`src/rtl/sps_match_scoreboard.sv`:
```
// Best-of match scoreboard for the stone-paper-scissors round evaluator.
// Counts round results during PLAY and declares a winner or a draw at the round cap.
module sps_match_scoreboard #(
  parameter int WIN_TARGET = 3,
  parameter int MAX_ROUNDS = 9,
  parameter int CNT_W      = 4
) (
  input  logic             clk,
  input  logic             reset,
  input  logic             new_match,
  input  logic             res_valid,
  input  logic [1:0]       res_winner,
  output logic             res_ready,
  output logic [CNT_W-1:0] p1_score,
  output logic [CNT_W-1:0] p2_score,
  output logic [CNT_W-1:0] tie_count,
  output logic [CNT_W-1:0] round_count,
  output logic             invalid_seen,
  output logic [1:0]       match_state,
  output logic [1:0]       match_winner,
  output logic             match_done
);

  localparam logic [1:0] ST_IDLE = 2'b00;
  localparam logic [1:0] ST_PLAY = 2'b01;
  localparam logic [1:0] ST_OVER = 2'b10;

  localparam logic [1:0] RES_TIE = 2'b00;
  localparam logic [1:0] RES_P1  = 2'b01;
  localparam logic [1:0] RES_P2  = 2'b10;
  localparam logic [1:0] RES_BAD = 2'b11;

  localparam logic [CNT_W-1:0] TARGET_C = CNT_W'(WIN_TARGET);
  localparam logic [CNT_W-1:0] CAP_C    = CNT_W'(MAX_ROUNDS);

  logic [1:0]       r_state;
  logic [CNT_W-1:0] r_p1;
  logic [CNT_W-1:0] r_p2;
  logic [CNT_W-1:0] r_tie;
  logic [CNT_W-1:0] r_rounds;
  logic             r_invalid;
  logic [1:0]       r_winner;
  logic             r_done;

  logic             w_accept;
  logic             w_inc_p1;
  logic             w_inc_p2;
  logic             w_inc_tie;
  logic             w_inc_round;
  logic [CNT_W-1:0] w_p1_nxt;
  logic [CNT_W-1:0] w_p2_nxt;
  logic [CNT_W-1:0] w_tie_nxt;
  logic [CNT_W-1:0] w_rounds_nxt;
  logic             w_p1_wins;
  logic             w_p2_wins;
  logic             w_cap_hit;

  // new_match takes priority: a result arriving on the same edge is dropped.
  assign w_accept    = (r_state == ST_PLAY) && res_valid && !new_match;
  assign w_inc_p1    = w_accept && (res_winner == RES_P1);
  assign w_inc_p2    = w_accept && (res_winner == RES_P2);
  assign w_inc_tie   = w_accept && (res_winner == RES_TIE);
  assign w_inc_round = w_inc_p1 || w_inc_p2 || w_inc_tie;

  assign w_p1_nxt     = r_p1     + {{(CNT_W-1){1'b0}}, w_inc_p1};
  assign w_p2_nxt     = r_p2     + {{(CNT_W-1){1'b0}}, w_inc_p2};
  assign w_tie_nxt    = r_tie    + {{(CNT_W-1){1'b0}}, w_inc_tie};
  assign w_rounds_nxt = r_rounds + {{(CNT_W-1){1'b0}}, w_inc_round};

  // End check looks at post-update counts; a target hit on the cap round beats the draw.
  assign w_p1_wins = (w_p1_nxt == TARGET_C);
  assign w_p2_wins = (w_p2_nxt == TARGET_C);
  assign w_cap_hit = (w_rounds_nxt == CAP_C);

  always_ff @(posedge clk or posedge reset) begin
    if (reset) begin
      r_state   <= ST_IDLE;
      r_p1      <= '0;
      r_p2      <= '0;
      r_tie     <= '0;
      r_rounds  <= '0;
      r_invalid <= 1'b0;
      r_winner  <= 2'b00;
      r_done    <= 1'b0;
    end else begin
      r_done <= 1'b0;
      if (new_match) begin
        r_state   <= ST_PLAY;
        r_p1      <= '0;
        r_p2      <= '0;
        r_tie     <= '0;
        r_rounds  <= '0;
        r_invalid <= 1'b0;
        r_winner  <= 2'b00;
      end else if (w_accept) begin
        r_p1     <= w_p1_nxt;
        r_p2     <= w_p2_nxt;
        r_tie    <= w_tie_nxt;
        r_rounds <= w_rounds_nxt;
        if (res_winner == RES_BAD) begin
          r_invalid <= 1'b1;
        end
        if (w_p1_wins) begin
          r_state  <= ST_OVER;
          r_winner <= RES_P1;
          r_done   <= 1'b1;
        end else if (w_p2_wins) begin
          r_state  <= ST_OVER;
          r_winner <= RES_P2;
          r_done   <= 1'b1;
        end else if (w_cap_hit) begin
          r_state  <= ST_OVER;
          r_winner <= RES_TIE;
          r_done   <= 1'b1;
        end
      end
    end
  end

  assign res_ready    = (r_state == ST_PLAY);
  assign p1_score     = r_p1;
  assign p2_score     = r_p2;
  assign tie_count    = r_tie;
  assign round_count  = r_rounds;
  assign invalid_seen = r_invalid;
  assign match_state  = r_state;
  assign match_winner = r_winner;
  assign match_done   = r_done;

endmodule
```
`config.mk`:
```
export PLATFORM = sky130hd
export DESIGN_NAME = sps_match_scoreboard
export DESIGN_NICKNAME = d
export VERILOG_FILES = /design/src/rtl/sps_match_scoreboard.sv
export SDC_FILE = /design/constraint.sdc
export NUM_CORES = 1
export LEC_CHECK = 0
export CAP_MARGIN = 20
export CORE_MARGIN = 2
export CORE_UTILIZATION = 48
export DETAILED_ROUTE_END_ITERATION = 7
export MAX_ROUTING_LAYER = met4
export PLACE_DENSITY = 0.84
export SYNTH_ARGS = -nofsm -noshare
export SYNTH_HDL_FRONTEND = slang
export SYNTH_SLANG_ARGS = --single-unit
```
`constraint.sdc`:
```
create_clock -name clk -period 3.1 [get_ports clk]
set_input_delay 0.465 -clock clk [delete_from_list [all_inputs] [get_ports clk]]
set_output_delay 0.465 -clock clk [all_outputs]
set_load 0.02 [all_outputs]
```
# Word level (Yosys, flattened, before mapping)
# Index checks and enable logic that the tools add are counted.
dict set report totals {
  in_bits 6
  word_cells 59
  register_bits 22
  output_inout_bits 23
}
dict set report classes {
  add_sub_neg 4
  n_eq_ne 7
  n_reduce_logical 14
  muxes 26
}
# cell n
set ops {}
lappend ops {{$mux 4} 8}
lappend ops {{$mux 2} 10}
lappend ops {{$add 4x1->4} 4}
lappend ops {{$eq 4x2->1 const B} 2}
lappend ops {{$mux 1} 8}
lappend ops {{$logic_and 1x1->1} 5}
lappend ops {{$eq 2x1->1 const B} 2}
lappend ops {{$eq 2x2->1 const B} 2}
lappend ops {{$eq 4x4->1 const B} 1}
lappend ops {{$reduce_and 2->1} 2}
lappend ops {{$reduce_bool 2->1} 2}
lappend ops {{$reduce_bool 4->1} 1}
lappend ops {{$logic_not 2->1} 1}
lappend ops {{$logic_or 1x1->1} 2}
lappend ops {{$logic_not 1->1} 1}

# Logic depth before layout (Yosys ltp)
# Gate-level depths: netlist of the first run.
dict set report logic_depth {
  ltp_word 13
  ltp_mapped 13
  mapped_depth_nobuf 11
}

# Worst setup path before layout of the first run
# Ideal clock, no wire load.
dict set report synth_path {
  kind {flip-flop to flip-flop}
  from {register r_state[0], in the netlist match_state[0]}
  to {register r_winner[1], in the netlist match_winner[1]}
  slack_ns 0.160
  path_buffers 2
  required_ns 3.004
  setup_ns 0.096
  path_stages_with_launch 14
  synth_period_minus_slack_ns 2.940
  arrival_ns 2.845
  cell_sequence {dfrtp_1 -> nor2b_1 -> and2_1 -> buf_4 -> nand2b_1 -> buf_2 -> nor3b_1 -> ha_1 -> ha_1 -> a21boi_1 -> a21oi_1 -> o22a_1 -> or2_0 -> o32ai_2}
}
dict set report synth_between {
  elab_chain_len 10
  elab_cells_between_ends 21
  classes_between {add/sub (3); eq/ne (4); mux (4); reduce/logical (10)}
}
# element line_no
set synth_rtl {}
lappend synth_rtl {{start: declaration} 36} ;# logic [1:0] r_state;
lappend synth_rtl {{start signal: assignment} 77} ;# r_state <= ST_IDLE;
lappend synth_rtl {{start signal: assignment} 88} ;# r_state <= ST_PLAY;
lappend synth_rtl {{start signal: assignment} 104} ;# r_state <= ST_OVER;
lappend synth_rtl {{$eq 2x1->1 *} --}
lappend synth_rtl {{via res_ready} 13} ;# output logic res_ready,
lappend synth_rtl {{$logic_and 1x1->1 * (2 in series)} 59} ;# assign w_accept = (r_state == ST_PLAY) && res_valid && !new_match;
lappend synth_rtl {{$logic_and 1x1->1 (on tied branches)} {61, 60}}
lappend synth_rtl {{$add 4x1->4 or $logic_or 1x1->1 (tied branches)} {66, 63}}
lappend synth_rtl {{$eq 4x2->1 or $logic_or 1x1->1 (tied branches)} {72, 63}}
lappend synth_rtl {{$mux 2 or $add 4x1->4 (tied branches)} {107, 68}}
lappend synth_rtl {{$mux 2 or $eq 4x4->1 (tied branches)} {103, 73}}
lappend synth_rtl {{$mux 2 or $reduce_bool 4->1 (tied branches)} --}
lappend synth_rtl {{$mux 2 or $reduce_and 2->1 (tied branches)} --}
lappend synth_rtl {{end signal: assignment} 94} ;# r_winner <= 2'b00;
lappend synth_rtl {{end signal: assignment} 105} ;# r_winner <= RES_P1;
lappend synth_rtl {{end signal: assignment} 109} ;# r_winner <= RES_P2;
lappend synth_rtl {{end: declaration} 42} ;# logic [1:0] r_winner;
# Mark *: on every way through the listed nets, which the timed path passes. The rest lies on a longest branch. The select of a mux whose other input is x is not followed.
# A chain may end at the register's enable or synchronous reset.

# Worst setup path after layout of the first run
dict set report layout_path {
  from {input port res_valid}
  to {register r_winner[1], in the netlist match_winner[1]}
}
dict set report layout_between {
  elab_chain_len 9
  elab_cells_between_ends 20
  classes_between {add/sub (3); eq/ne (3); mux (4); reduce/logical (10)}
}
# element line_no
set layout_rtl {}
lappend layout_rtl {{start: declaration} 11} ;# input logic res_valid,
lappend layout_rtl {{$logic_and 1x1->1 * (2 in series)} 59}
lappend layout_rtl {{$logic_and 1x1->1 (on tied branches)} {61, 60}}
lappend layout_rtl {{$add 4x1->4 or $logic_or 1x1->1 (tied branches)} {66, 63}}
lappend layout_rtl {{$eq 4x2->1 or $logic_or 1x1->1 (tied branches)} {72, 63}}
lappend layout_rtl {{$mux 2 or $add 4x1->4 (tied branches)} {107, 68}}
lappend layout_rtl {{$mux 2 or $eq 4x4->1 (tied branches)} {103, 73}}
lappend layout_rtl {{$mux 2 or $reduce_bool 4->1 (tied branches)} --}
lappend layout_rtl {{$mux 2 or $reduce_and 2->1 (tied branches)} --}
# Mark *: on every way between the ends. The rest lies on a longest branch, timed or not. The select of a mux whose other input is x is not followed.

==> impl_metrics.env, run 1 <==
export IMPL_fillers=208
export IMPL_fin_worst_skew_ns=0.00787
export IMPL_synth_distinct_cells=30
export IMPL_drive_gt1_share_pct=3.80
export IMPL_critical_path_class="input port to register"
export IMPL_ir_worst_vdd_mv=0.244
export IMPL_antenna_cells=0
export IMPL_slew_violations=0
export IMPL_cpMaxStageDelayCell="clkdlybuf4s50_1"
export IMPL_syn_nets=145
export IMPL_initial_core_util_pct=49.6
export IMPL_io_pins=29
export IMPL_dp_cells=185
export IMPL_fin_crit_ns=2.73
export IMPL_cp_start_kind="input port"
export IMPL_hpwl_mm=1.80
export IMPL_gp_congestion=0.783
export IMPL_cts_clk_slew_worst_paths_ns=0.12
export IMPL_htree_levels=1
export IMPL_synth_ff_type="dfrtp_1"
export IMPL_maxCapViolCount=0
export IMPL_grt_use_total_pct=21.8
export IMPL_timing_fmax_mhz=367
export IMPL_grt_pass1_vias=999
export IMPL_path_common_cell="ha_1"
export IMPL_die_x_microns=53.9
export IMPL_powerDensity_nw_per_um2=308
export IMPL_cp_required_ns=3.33
export IMPL_antenna_found_initial=0
export IMPL_finalHoldViolCount=0
export IMPL_nNetsFinal=174
export IMPL_post_cts_resized=0
export IMPL_drt_total_wl_mm=2.53
export IMPL_cts_sinks=22
export IMPL_worstPathArrival_ns=2.95
export IMPL_endpoint_kind="register"
export IMPL_synth_top_area_share_pct=46.1
export IMPL_fp_coreArea_sq_um=2410
export IMPL_cp_cell_sequence="clkdlybuf4s50_1 -> and2_1 -> nand2b_1 -> nor3b_1 -> ha_1 -> ha_1 -> a21boi_1 -> a21oi_1 -> o22a_1 -> or2_0 -> o32ai_2"
export IMPL_globalRouteOverflowTotal=0
export IMPL_synth_area_leaders="dfrtp_1 46%, ha_1 8.4%, nand2_1 7.9%"
export IMPL_area_delta_synth_final_pct=27.3
export IMPL_hp_class="register to register"
export IMPL_yosys_warnings=0
export IMPL_fp_dieH_microns=53.9
export IMPL_drt_pass1_iterations=4
export IMPL_drt_initial_drc_count=15
export IMPL_portBuffers=28
export IMPL_grt_first_pass_wirelength_mm=4.38
export IMPL_hold_slack_ns=0.532
export IMPL_synth_edf_count=0
export IMPL_leakagePower_nw=0.654
export IMPL_yosysSeqAreaShare_pct=46.1
export IMPL_cts_tree="yes"
export IMPL_worstPathMaxFanout=8
export IMPL_avgSynthCellArea_sq_um=9.12
export IMPL_avgRoutedWirePerCell_microns=13.5
export IMPL_finalNonFillerCells=188
export IMPL_syn_inst=131
export IMPL_via_per_inst=5.54
export IMPL_vias=1041
export IMPL_synthesis_area_sq_um=1190
export IMPL_cts_setup_buffers=0
export IMPL_critical_path_max_stage_delay_ns=0.48
export IMPL_fin_tns_setup_ns=0
export IMPL_clockBufferDepth=2
export IMPL_dpl_worst_slack_ns=0.109
export IMPL_antenna_left=0
export IMPL_synth_seq_cells=22
export IMPL_cts_root_buf="clkbuf_4"
export IMPL_drc=0
export IMPL_tightest_slew_ns=0.825
export IMPL_rsz0062_at_grt="false"
export IMPL_dieArea_sq_um=2900
export IMPL_grt_start_max_net_pins=23
export IMPL_clk_latency_ns=0.31
export IMPL_status="complete, no violations"
export IMPL_cts_hold_buf=0
export IMPL_yosysTopAreaCell="dfrtp_1"
export IMPL_cts_buffers=3
export IMPL_final_setup_viol_count=0
export IMPL_finalCritPeriodShare_pct=87.9
export IMPL_fin_ws_ns=0.375
export IMPL_fp_row_count=18
export IMPL_relSlewSlack_pct=44.9
export IMPL_synthArstFlopShare_pct=100
## flip-flops by register name (all words and copies together) (netlist names)
name and count:
p1_score 4, p2_score 4, round_count 4, tie_count 4, match_state 2, match_winner 2
invalid_seen 1, match_done 1
## power by group
part	switching (W)	internal, W	leakage [nW]	total, W
sequential	0.00000194	0.000289	0.301	0.000291
combinational	0.0000292	0.0000175	0.339	0.0000467
clock	0.0000847	0.0000454	0.0138	0.000130
## stage by stage
step	utilization (%)	total power [W]	area, sq um
2_1_floorplan	-	0.000324	1190
3_3_place_gp	62.2	0.000343	1500
3_5_place_dp	62.2	0.000344	1500
4_1_cts	63.1	0.000473	1520
5_1_grt	63.1	0.000490	1520
6_report	63.1	0.000468	1520
## cells in the mapped netlist (all sizes together) (4+ instances only)
| master | n |
|---|---|
| nand2 | 25 |
| ha | 8 |
| dfrtp | 22 |
| a21oi | 16 |
| o21ai | 4 |
| xor2 | 5 |
| nor2 | 11 |
## path summary, 6_finish.rpt
| kind | start | end | slack, ns | depth (start not counted) |
|---|---|---|---|---|
| hold reg to reg | invalid_seen | invalid_seen | 0.53 | 2 |
| max in group asynchronous | reset | p2_score[2] | 1.98 | 2 |
| setup / recovery | res_valid | match_winner[1] | 0.37 | 11 |
| setup reg to reg | match_state[1] | match_winner[1] | 0.40 | 11 |
| hold / removal | invalid_seen | invalid_seen | 0.53 | 2 |
| min in group asynchronous | reset | round_count[2] | 0.59 | 2 |
## layout make-up
| cell class | instances | area, sq um | share of cell area, % |
|---|---|---|---|
| timing repair buffer | 30 | 295 | 19.4 |
| clock buffer | 3 | 22.5 | 1.48 |
| inverter | 2 | 7.51 | 0.493 |
| sequential | 22 | 551 | 36.2 |
| tap | 30 | 37.5 | 2.47 |
| multi-input combinational | 101 | 608 | 40.0 |
## layout by cell type (no fill, tap or decap), types with 2 or more instances in the layout
cell / Yosys / layout
or3_1: 3 / 3
nor3b_1: 2 / 2
xor2_1: 5 / 5
nand3_1: 3 / 3
a21boi_0: 2 / 2
o22a_1: 2 / 2
nand2_1: 25 / 25
clkbuf_4: 0 / 3
nand2b_1: 2 / 2
a31oi_1: 2 / 2
nor2b_1: 2 / 2
nor3_1: 2 / 2
nor2_1: 11 / 11
a21o_1: 3 / 3
dfrtp_1: 22 / 22
o21ai_0: 4 / 4
inv_1: 2 / 2
buf_4: 1 / 2
clkdlybuf4s50_1: 0 / 28
a21oi_1: 16 / 16
ha_1: 8 / 8
## worst max-delay path: cells and delay by family
kind | cells | cell delay [ns]
AO/OA/AOI/OAI | 4 | 0.73
AND/OR/NAND/NOR | 4 | 0.84
buffers and inverters | 1 | 0.48
adder cells (fa/ha/maj) | 2 | 0.44
## kinds of logic after synthesis
logic type	synth area share [%]
and+or+nand+nor	20.7
xor gates and xnor gates	3.66
buffers and inverters	3.04
DFF	46.1
AOI/OAI and AO/OA	18.1
adders and majority gates	8.38
## routing by layer
layer | up-vias | track usage, % | part of all wire [%]
li1 | 512 | - | -
met3 | 5 | 3.33 | 4.3
met1 | 497 | 28.4 | 46
met4 | 0 | 7.69 | 1.5
met5 | - | - | 0
met2 | 27 | 34.3 | 48
No activity file was read; power rests on OpenSTA's default activity.
==> inputs of run 2 (changes only) <==
--- a/config.mk
+++ b/config.mk
@@ -7,10 +7,11 @@
 export LEC_CHECK = 0
 export CAP_MARGIN = 20
 export CORE_MARGIN = 2
-export CORE_UTILIZATION = 48
+export CORE_UTILIZATION = 44
 export DETAILED_ROUTE_END_ITERATION = 7
+export GPL_TIMING_DRIVEN = 0
 export MAX_ROUTING_LAYER = met4
-export PLACE_DENSITY = 0.84
+export PLACE_DENSITY = 0.75
 export SYNTH_ARGS = -nofsm -noshare
 export SYNTH_HDL_FRONTEND = slang
 export SYNTH_SLANG_ARGS = --single-unit
==> constraint.sdc (replaced) <==
create_clock -name clk -period 2.5 [get_ports clk]
set_input_delay 0.375 -clock clk [delete_from_list [all_inputs] [get_ports clk]]
set_output_delay 0.375 -clock clk [all_outputs]
set_load 0.02 [all_outputs]
==> run 2 against run 1 <==
Non-clock buffer count increased by 11. Core utilization rose by 3.9 points. Setup slack worse by 0.25 ns. Routed wire length rose by 9.9%. Largest cell class unchanged.
==> impl_metrics.env, run 2 (synthesized netlist as in run 1, its figures left out) <==
export IMPL_fp_coreArea_sq_um=2520
export IMPL_drt_total_wl_mm=2.78
export IMPL_io_pins=29
export IMPL_power_w=0.000633
export IMPL_hold_slack_ns=0.520
export IMPL_via_per_inst=5.44
export IMPL_cts_buffers=3
export IMPL_endpoint_kind="register"
export IMPL_vias=1088
export IMPL_finalCritPeriodShare_pct=95.1
export IMPL_fin_worst_skew_ns=0.00190
export IMPL_globalRouteOverflowTotal=0
export IMPL_area_delta_synth_final_pct=41.6
export IMPL_critical_path_max_stage_delay_ns=0.44
export IMPL_slew_violations=0
export IMPL_powerDensity_nw_per_um2=374
export IMPL_antenna_cells=0
export IMPL_worstPathMaxFanout=7
export IMPL_grt_use_total_pct=19.0
export IMPL_clockBufferDepth=2
export IMPL_initial_core_util_pct=47.4
export IMPL_hp_class="input port to asynchronous set/reset pin"
export IMPL_path_depth=11
export IMPL_cp_start_kind="register"
export IMPL_ir_worst_vdd_mv=0.329
export IMPL_reg2regPathDepth=11
export IMPL_gp_congestion=0.806
export IMPL_cts_root_buf="clkbuf_4"
export IMPL_cts_sinks=22
export IMPL_drt_initial_drc_count=25
export IMPL_fin_crit_ns=2.38
export IMPL_maxCapViolCount=0
export IMPL_cp_cell_sequence="nor2b_4 -> and2_4 -> nand2b_4 -> nor3b_4 -> ha_2 -> ha_4 -> a21boi_2 -> a21oi_1 -> o22a_1 -> o211a_1 -> o22a_1"
export IMPL_leakagePower_nw=0.723
export IMPL_status="complete, no violations"
export IMPL_endpoint="match_state[0]"
export IMPL_die_x_microns=56.1
export IMPL_htree_levels=1
export IMPL_cts_hold_buf=0
export IMPL_fin_ws_ns=0.123
export IMPL_dieArea_sq_um=3150
export IMPL_cpMaxStageDelayCell="dfrtp_2"
export IMPL_dp_cells=189
export IMPL_avgRoutedWirePerCell_microns=13.9
export IMPL_r2r_start="match_state[1]"
export IMPL_relSlewSlack_pct=43.5
export IMPL_cts_clk_slew_worst_paths_ns=0.13
export IMPL_drive_gt1_share_pct=18.2
export IMPL_startpoint="match_state[1]"
export IMPL_cp_required_ns=2.71
export IMPL_final_common_cell="clkdlybuf4s50_1"
export IMPL_nNetsFinal=185
export IMPL_fin_tns_setup_ns=0
export IMPL_cts_tree="yes"
export IMPL_critical_path_top_delay_family="compound AO/OA/AOI/OAI gates"
export IMPL_r2r_end="match_state[0]"
export IMPL_rrSetupSlack_ns=0.12
export IMPL_drc=0
export IMPL_timing_fmax_mhz=421
export IMPL_path_buf_inv=0
export IMPL_final_setup_viol_count=0
export IMPL_grt_first_pass_wirelength_mm=4.60
export IMPL_finalHoldViolCount=0
export IMPL_antenna_left=0
export IMPL_finalNonFillerCells=200
export IMPL_grt_start_max_net_pins=23
export IMPL_worstPathArrival_ns=2.58
export IMPL_path_common_cell="o22a_1"
export IMPL_dpl_worst_slack_ns=-0.424
export IMPL_drt_pass1_iterations=4
export IMPL_portBuffers=28
export IMPL_clk_latency_ns=0.30
export IMPL_tightest_slew_ns=0.847
export IMPL_fp_dieH_microns=56.1
export IMPL_antenna_found_initial=0
export IMPL_grt_pass1_vias=1057
export IMPL_fp_row_count=18
export IMPL_final_cell_mix="28 x clkdlybuf4s50_1, 25 x nand2_1, 20 x dfrtp_1"
export IMPL_hpwl_mm=1.93
export IMPL_critical_path_class="register to register"
[run 2: changes by cell type in the layout (fill, tap and decap cells not counted), sizes merged]
| cell | delta |
|---|---|
| buf | +8 |
| clkbuf | +4 |
[run 2: metal layers]
metal  GRT usage [%]  vias to the layer above  share of wire, %  wire (microns)
met4            6.12                        0              0.72              20
met3            2.09                        2               4.5             124
met1            22.8                      517                48            1330
li1                -                      536                 -               -
met2            33.3                       33                47            1310
met5               -                        -                 0               0
[run 2: final cells by class]
type                    instances  area [sq um]
fillers                       224           831
multi-input cells             101           693
flip-flops and latches         22           553
repair buffers                 37           348
well taps                      30          37.5
clock buffers                   4          36.3
plain buffers                   4          16.3
inverters                       2          7.51
[run 2: timing repair]
| action | 4_1_cts | 5_1_grt |
|---|---|---|
| pin swaps | 3 | 7 |
| endpoints found under the setup margin | 5 | 5 |
| resized for setup | 4 | 7 |
| setup buffers | 3 | 6 |
[run 2: how the worst min path moves through the flow]
stage	endpoint	slack [ns]	depth (start not counted)
2_1_floorplan	invalid_seen	0.36	1
3_3_place_gp	invalid_seen	0.49	2
3_5_place_dp	invalid_seen	0.49	2
4_1_cts	invalid_seen	0.52	2
5_1_grt	invalid_seen	0.57	2
6_report	p1_score[2]	0.52	2
[run 2: stage by stage]
step | utilization [%] | cell area [sq um]
3_5_place_dp | 62.1 | 1570
3_3_place_gp | 62.1 | 1570
4_1_cts | 64.7 | 1630
2_1_floorplan | - | 1250
5_1_grt | 67.1 | 1690
6_report | 67.1 | 1690
[run 2: power by group]
part | internal, W | switching, W
Sequential | 0.000359 | 0.00000255
Combinational | 0.0000296 | 0.0000414
Clock | 0.0000888 | 0.000112
Total | 0.000477 | 0.000156
==> inputs of run 3 (changes only) <==
--- a/config.mk
+++ b/config.mk
@@ -9,6 +9,7 @@
 export CORE_MARGIN = 2
 export CORE_UTILIZATION = 44
 export DETAILED_ROUTE_END_ITERATION = 7
+export GPL_ROUTABILITY_DRIVEN = 0
 export GPL_TIMING_DRIVEN = 0
 export MAX_ROUTING_LAYER = met4
 export PLACE_DENSITY = 0.75
==> results of run 3 <==
The final DEF is identical to that of run 2; final timing and power are the same.
